===== src/rtl/vjtag_pkg.sv =====
// Shared types and constants for the virtual-JTAG frame parser slice.
package vjtag_pkg;

   typedef enum logic [2:0] {
      IDLE  = 3'd0,
      ADDR  = 3'd1,
      LEN   = 3'd2,
      DATA  = 3'd3,
      CHK   = 3'd4,
      DRAIN = 3'd5
   } state_t;

   localparam logic [7:0] SYNC_BYTE_DEFAULT = 8'hA5;

   localparam int BUSY_BIT    = 7;
   localparam int OK_BIT      = 6;
   localparam int ERR_LSB     = 0;
   localparam int ERR_W       = 6;
   localparam int ERR_CNT_MAX = 63;

endpackage


===== src/rtl/vjtag_frame_parser_if.sv =====
// Byte stream from the DR chain and register-write bus leaving the parser.
interface vjtag_frame_parser_if #(
   parameter int ADDR_W = 8
);
   logic [7:0]        byte_in;
   logic              byte_valid;
   logic              abort;
   logic              reg_wr_en;
   logic [ADDR_W-1:0] reg_addr;
   logic [7:0]        reg_wr_data;

   // master = host/TAP side, slave = parser side
   modport master (
      output byte_in, byte_valid, abort,
      input  reg_wr_en, reg_addr, reg_wr_data
   );

   modport slave (
      input  byte_in, byte_valid, abort,
      output reg_wr_en, reg_addr, reg_wr_data
   );
endinterface


===== src/rtl/vjtag_frame_buf.sv =====
// Payload buffer: DEPTH x 8 registers, synchronous write, asynchronous read.
module vjtag_frame_buf #(
   parameter int DEPTH = 16,
   parameter int IDX_W = 4
) (
   input  logic             clk,
   input  logic             we,
   input  logic [IDX_W-1:0] waddr,
   input  logic [7:0]       wdata,
   input  logic [IDX_W-1:0] raddr,
   output logic [7:0]       rdata
);

   logic [7:0] mem [DEPTH];

   always_ff @(posedge clk) begin
      if (we && (32'(waddr) < DEPTH))
         mem[waddr] <= wdata;
   end

   // Non-power-of-two depths leave unused index codes; read them as zero.
   assign rdata = (32'(raddr) < DEPTH) ? mem[raddr] : 8'h00;

endmodule


===== src/rtl/vjtag_frame_parser.sv =====
// Assembles Update-DR bytes into checksummed write frames and replays them as a register-write burst.
module vjtag_frame_parser
   import vjtag_pkg::*;
#(
   parameter int         ADDR_W    = 8,
   parameter int         MAX_LEN   = 16,
   parameter logic [7:0] SYNC_BYTE = SYNC_BYTE_DEFAULT
) (
   input  logic                 tck,
   input  logic                 aclr,
   vjtag_frame_parser_if.slave  bus,
   output logic [7:0]           status,
   output logic                 frame_err
);

   localparam int IDX_W = (MAX_LEN > 1) ? $clog2(MAX_LEN) : 1;

   state_t            state;
   logic [ADDR_W-1:0] base;
   logic [7:0]        len;
   logic [7:0]        idx;
   logic [7:0]        wr_idx;
   logic [7:0]        chk;
   logic              busy;
   logic              last_ok;
   logic [ERR_W-1:0]  err_cnt;

   logic              strobe;
   logic              buf_we;
   logic [IDX_W-1:0]  buf_waddr;
   logic [IDX_W-1:0]  buf_raddr;
   logic [7:0]        buf_rdata;

   function automatic logic [ERR_W-1:0] sat_inc(input logic [ERR_W-1:0] c);
      return (c == ERR_W'(ERR_CNT_MAX)) ? c : c + 1'b1;
   endfunction

   // abort outranks a coincident byte, so the byte never reaches the FSM
   assign strobe    = bus.byte_valid & ~bus.abort;
   assign buf_we    = strobe && (state == DATA);
   assign buf_waddr = idx[IDX_W-1:0];
   assign buf_raddr = (state == DRAIN) ? wr_idx[IDX_W-1:0] : '0;

   vjtag_frame_buf #(
      .DEPTH (MAX_LEN),
      .IDX_W (IDX_W)
   ) u_buf (
      .clk   (tck),
      .we    (buf_we),
      .waddr (buf_waddr),
      .wdata (bus.byte_in),
      .raddr (buf_raddr),
      .rdata (buf_rdata)
   );

   always_ff @(posedge tck or posedge aclr) begin
      if (aclr) begin
         state           <= IDLE;
         base            <= '0;
         len             <= '0;
         idx             <= '0;
         wr_idx          <= '0;
         chk             <= '0;
         busy            <= 1'b0;
         last_ok         <= 1'b0;
         err_cnt         <= '0;
         frame_err       <= 1'b0;
         bus.reg_wr_en   <= 1'b0;
         bus.reg_addr    <= '0;
         bus.reg_wr_data <= '0;
      end else begin
         frame_err <= 1'b0;
         if (bus.abort) begin
            state         <= IDLE;
            busy          <= 1'b0;
            bus.reg_wr_en <= 1'b0;
         end else begin
            case (state)
               IDLE: begin
                  if (strobe && (bus.byte_in == SYNC_BYTE)) begin
                     state <= ADDR;
                     busy  <= 1'b1;
                  end
               end
               ADDR: begin
                  if (strobe) begin
                     base  <= ADDR_W'(bus.byte_in);
                     chk   <= bus.byte_in;
                     state <= LEN;
                  end
               end
               LEN: begin
                  if (strobe) begin
                     if ((bus.byte_in == 8'h00) || (bus.byte_in > 8'(MAX_LEN))) begin
                        frame_err <= 1'b1;
                        err_cnt   <= sat_inc(err_cnt);
                        state     <= IDLE;
                        busy      <= 1'b0;
                     end else begin
                        len   <= bus.byte_in;
                        chk   <= chk ^ bus.byte_in;
                        idx   <= '0;
                        state <= DATA;
                     end
                  end
               end
               DATA: begin
                  if (strobe) begin
                     chk <= chk ^ bus.byte_in;
                     idx <= idx + 8'd1;
                     if ((idx + 8'd1) == len)
                        state <= CHK;
                  end
               end
               CHK: begin
                  if (strobe) begin
                     if (bus.byte_in == chk) begin
                        // First write is launched here so it lands the cycle after the strobe
                        last_ok         <= 1'b1;
                        state           <= DRAIN;
                        bus.reg_wr_en   <= 1'b1;
                        bus.reg_addr    <= base;
                        bus.reg_wr_data <= buf_rdata;
                        wr_idx          <= 8'd1;
                     end else begin
                        last_ok   <= 1'b0;
                        frame_err <= 1'b1;
                        err_cnt   <= sat_inc(err_cnt);
                        state     <= IDLE;
                        busy      <= 1'b0;
                     end
                  end
               end
               DRAIN: begin
                  if (strobe) begin
                     frame_err <= 1'b1;
                     err_cnt   <= sat_inc(err_cnt);
                  end
                  if (wr_idx == len) begin
                     bus.reg_wr_en <= 1'b0;
                     state         <= IDLE;
                     busy          <= 1'b0;
                  end else begin
                     bus.reg_wr_en   <= 1'b1;
                     bus.reg_addr    <= base + ADDR_W'(wr_idx);
                     bus.reg_wr_data <= buf_rdata;
                     wr_idx          <= wr_idx + 8'd1;
                  end
               end
               default: begin
                  state <= IDLE;
                  busy  <= 1'b0;
               end
            endcase
         end
      end
   end

   always_comb begin
      status                       = '0;
      status[BUSY_BIT]             = busy;
      status[OK_BIT]               = last_ok;
      status[ERR_LSB +: ERR_W]     = err_cnt;
   end

endmodule


===== src/flat_wrapper.sv =====
// flat-port wrapper written by rule: the top's interface ports become plain ports
module vjtag_frame_parser_flat import vjtag_pkg::*;
#(
   parameter int         ADDR_W    = 8,
   parameter int         MAX_LEN   = 16,
   parameter logic [7:0] SYNC_BYTE = SYNC_BYTE_DEFAULT
)
  (tck, aclr, status, frame_err, bus_byte_in, bus_byte_valid, bus_abort, bus_reg_wr_en, bus_reg_addr, bus_reg_wr_data);
  vjtag_frame_parser_if #(.ADDR_W(ADDR_W)) bus_i ();
  input  logic tck;
  input  logic aclr;
  output logic [7:0] status;
  output logic frame_err;
  input wire logic [$bits(bus_i.byte_in)-1:0] bus_byte_in;
  input wire logic [$bits(bus_i.byte_valid)-1:0] bus_byte_valid;
  input wire logic [$bits(bus_i.abort)-1:0] bus_abort;
  output wire logic [$bits(bus_i.reg_wr_en)-1:0] bus_reg_wr_en;
  output wire logic [$bits(bus_i.reg_addr)-1:0] bus_reg_addr;
  output wire logic [$bits(bus_i.reg_wr_data)-1:0] bus_reg_wr_data;
  assign bus_i.byte_in = bus_byte_in;
  assign bus_i.byte_valid = bus_byte_valid;
  assign bus_i.abort = bus_abort;
  assign bus_reg_wr_en = bus_i.reg_wr_en;
  assign bus_reg_addr = bus_i.reg_addr;
  assign bus_reg_wr_data = bus_i.reg_wr_data;
  vjtag_frame_parser #(.ADDR_W(ADDR_W), .MAX_LEN(MAX_LEN), .SYNC_BYTE(SYNC_BYTE)) u_core (.tck(tck), .aclr(aclr), .bus(bus_i), .status(status), .frame_err(frame_err));
endmodule

===== config.mk =====
export PLATFORM = sky130hd
export DESIGN_NAME = vjtag_frame_parser_flat
export DESIGN_NICKNAME = d
export VERILOG_FILES = /design/src/rtl/vjtag_pkg.sv /design/src/rtl/vjtag_frame_parser_if.sv /design/src/rtl/vjtag_frame_buf.sv /design/src/rtl/vjtag_frame_parser.sv /design/src/flat_wrapper.sv
export SDC_FILE = /design/constraint.sdc
export NUM_CORES = 1
export LEC_CHECK = 0
export BUFFER_PORTS_ARGS = -buffer_cell sky130_fd_sc_hd__buf_2
export CAP_MARGIN = 25
export CELL_PAD_IN_SITES_DETAIL_PLACEMENT = 1
export CELL_PAD_IN_SITES_GLOBAL_PLACEMENT = 1
export CORE_AREA = 2 2 177 179
export DETAILED_ROUTE_END_ITERATION = 8
export DIE_AREA = 0 0 179 181
export PLACE_DENSITY_LB_ADDON = 0.1
export SLEW_MARGIN = 20
export SYNTH_ARGS = -nofsm -noshare
export SYNTH_HDL_FRONTEND = slang
export SYNTH_SLANG_ARGS = --single-unit

===== constraint.sdc =====
create_clock -name tck -period 2.9 [get_ports tck]
set_input_delay 0.29 -clock tck [delete_from_list [all_inputs] [get_ports tck]]
set_output_delay 0.29 -clock tck [all_outputs]
set_load 0.05 [all_outputs]

==> impl_metrics.csv <==
group,metric,value,unit
yosys,synth_seq_area_share,59.6,%
timing,rsz0062_at_grt,"false",
yosys,synth-seq-cells,197,
timing,setup_viol,0,
yosys,ys_types,61,
critical_path,critPathArrivalTime,2.81,ns
routing,viasPerCell,5.13,
timing,tightest_slew,0.820,ns
critical_path,cp_max_fo,3,
yosys,async_reset_ff_share,35.0,%
yosys,yosys-top-cells-area,"edfxtp_1 (41%), dfrtp_1 (18%), mux2_2 (5.5%), a21oi_1 (2.5%), nor2_1 (2.4%)",
place,gp_congestion,0.775,
finish,design_area,0.0107,sq mm
yosys,synthFlopType,"edfxtp_1",
yosys,synthesis.area,0.00935,sq mm
cts,cts_buffer_depth,2,
grt,grt_overflow,0,
power,leakagePower,4.20,nW
power,powerDensity,682,mW/mm^2
cts,cts_tree,"built",
power,ir_worst_vdd,0.000321,V
finish,drive_gt1_share,20.1,%
cts,cts_hold_buf,1,
routing,ant_nets,0,
finish,nFillCells,3264,
cts,htreeDepth,4,
routing,dr_total_vias,6330,
critical_path,crit_path_end_kind,"flip-flop",
finish,areaGrowthSynthToFinish,14.2,%
place,port_buffers,37,
floorplan,dieHeight,181,um
critical_path,start_kind,"flip-flop",
timing,slew_viol_final,0,
yosys,synthesis.nets,801,
grt,antenna_found_initial,0,
timing,hold_violations,0,
cts,path_clk_slew,0.08,ns
yosys,yosysTopAreaCellShare,41.1,%
timing,skew,0.0123,ns
yosys,synth_top_cell_by_area,"edfxtp_1",
grt,grt_max_degree,69,
finish,multiInputGateArea,0.00348,sq mm
cts,cts_setup_buffers,0,
place,pre_cts_slack,0.460,ns
floorplan,die_w,179,um
cts,insertion_delay,0.44,ns
cts,cts_resized,0,
grt,grtUsageTotal,17.2,%
routing,wire_per_inst,21.5,um
finish,fin_nets,849,
min_path,hold_path.class,"in -> reg",
routing,first_iter_violations,362,
floorplan,pin_count,38,
routing,drc,0,
critical_path,path_class,"reg -> reg",
cts,clkSinkCount,197,
timing,slew_headroom,45.3,%
place,hpwl,18300,um
finish,fin_util,35.2,%
yosys,synth_edf_count,128,
yosys,synth_area_per_cell,12.1,sq um
routing,routed_wl,26500,um
timing,min_period,2.45,ns
critical_path,cp.required,3.26,ns
timing,max_freq,0.408,GHz
floorplan,core_area,0.0303,sq mm
job,cap_violations,0,
run_status,status,"finished clean",
timing,fin_crit_sh,84.6,%
floorplan,start_util,30.8,%
grt,grt_pass1_vias,6734,
timing,setup_ws,0.446,ns
yosys,synthTopCellsByCount,"edfxtp_1 (128), dfrtp_1 (69), nor2_1 (61), nand2_1 (52), a21oi_1 (47)",
power,finalPower,7.29,mW
yosys,synth_most_common_cell,"edfxtp_1",
floorplan,row_count,64,
finish,seqCellArea,0.00557,sq mm
yosys,synthCells,775,
place,place_area,0.0101,sq mm
grt,grt_pass1_wl,41100,um
cts,clk_root_buffer_cell,"clkbuf_16",
timing,tns,0,ns
yosys,ys_warn_count,0,
cts,numCtsBuffers,17,
routing,dr.pass1.iters,4,
floorplan,fp.dieArea,0.0324,sq mm
==> worst max-delay path: stages, from the launching register on <==
cell and delay [ns]:
dfrtp_2 0.39, ha_1 0.18, inv_1 0.07, fa_1 0.43, nor2b_1 0.16, o21ai_0 0.10
nand2b_1 0.12, a21oi_1 0.09, or4b_2 0.64, a41oi_1 0.20
==> flip-flops by register name, summed over array words and instances (netlist names), 3 cells and up <==
name / cells
u_core.base: 8
u_core.err_cnt: 6
u_core.bus.reg_addr: 8
u_core.bus.reg_wr_data: 8
u_core.u_buf.mem: 128
u_core.chk: 8
u_core.idx: 8
u_core.state: 3
u_core.wr_idx: 8
u_core.len: 8
==> through the flow <==
step	cells	hold slack, ns
floorplan	775	0.389
global placement	1199	0.407
detailed placement	1199	0.410
CTS	1232	0.158
global route	1232	0.164
finish	1233	0.170
==> layout make-up <==
cell class	instances	area share [%]
clock buffer	18	4.22
sequential	197	52.1
antenna	1	0.0234
inverter	11	0.386
multi-input combinational	519	32.6
clock inverter	14	1.24
timing repair buffer	77	4.80
tap	396	4.64
==> path summary, 6_finish.rpt <==
| check | depth (start not counted) | endpoint | startpoint | slack, ns |
|---|---|---|---|---|
| worst max-delay path | 9 | u_core.bus.reg_addr[6] | u_core.wr_idx[0] | 0.45 |
| worst max register to register | 9 | u_core.bus.reg_addr[6] | u_core.wr_idx[0] | 0.45 |
| max in group asynchronous | 4 | u_core.len[0] | aclr | 1.72 |
| worst min-delay path | 2 | u_core.chk[5] | bus_byte_in[5] | 0.17 |
| min in group asynchronous | 3 | u_core.bus.reg_addr[2] | aclr | 0.48 |
| worst min register to register | 1 | u_core.last_ok | u_core.last_ok | 0.48 |
==> metal layers <==
metal / up-vias / routed length [um] / track usage [%]
li1: 2970 / - / -
met1: 3266 / 12700 / 23.4
met2: 69 / 12800 / 28.1
met3: 25 / 613 / 2.82
met4: 0 / 388 / 4.98
met5: - / 0 / 0
==> power breakdown <==
group,switching (mW),internal [mW]
registers,0.287,3.21
logic,0.883,0.552
clock network,1.17,1.19
==> cells in the final DEF, fill, tap and decap left out, types with 3 or more instances in the layout <==
| master | count |
|---|---|
| nor4_1 | 3 |
| inv_8 | 3 |
| edfxtp_1 | 128 |
| o21ai_0 | 40 |
| nand4_1 | 17 |
| mux2_2 | 46 |
| a211oi_1 | 3 |
| clkbuf_16 | 18 |
| or2_1 | 3 |
| a21oi_1 | 47 |
| o221ai_1 | 8 |
| inv_1 | 10 |
| and3_1 | 4 |
| o31ai_1 | 3 |
| xnor2_1 | 21 |
| inv_6 | 5 |
| mux2_1 | 3 |
| buf_2 | 37 |
| nor2_1 | 61 |
| and2_1 | 6 |
| nor2b_1 | 22 |
| mux2i_1 | 18 |
| nand2b_1 | 7 |
| and4_1 | 3 |
| o22ai_1 | 18 |
| xor2_1 | 19 |
| dfrtp_1 | 68 |
| nand2_1 | 52 |
| nand3_1 | 15 |
| buf_4 | 37 |
| clkinv_4 | 3 |
| nor3_1 | 12 |
| ha_1 | 13 |
| a21o_1 | 12 |
| a31oi_1 | 29 |
==> cells by family after synthesis <==
group / after synthesis / synth area share, %
mux: 67 / 7.83
buf+inv: 59 / 3.26
fa+ha+maj: 14 / 1.95
simple gates: 228 / 12.7
flops: 197 / 59.6
compound gates: 170 / 10.9
xor+xnor: 40 / 3.75
No activity file was read; power rests on OpenSTA's default activity.
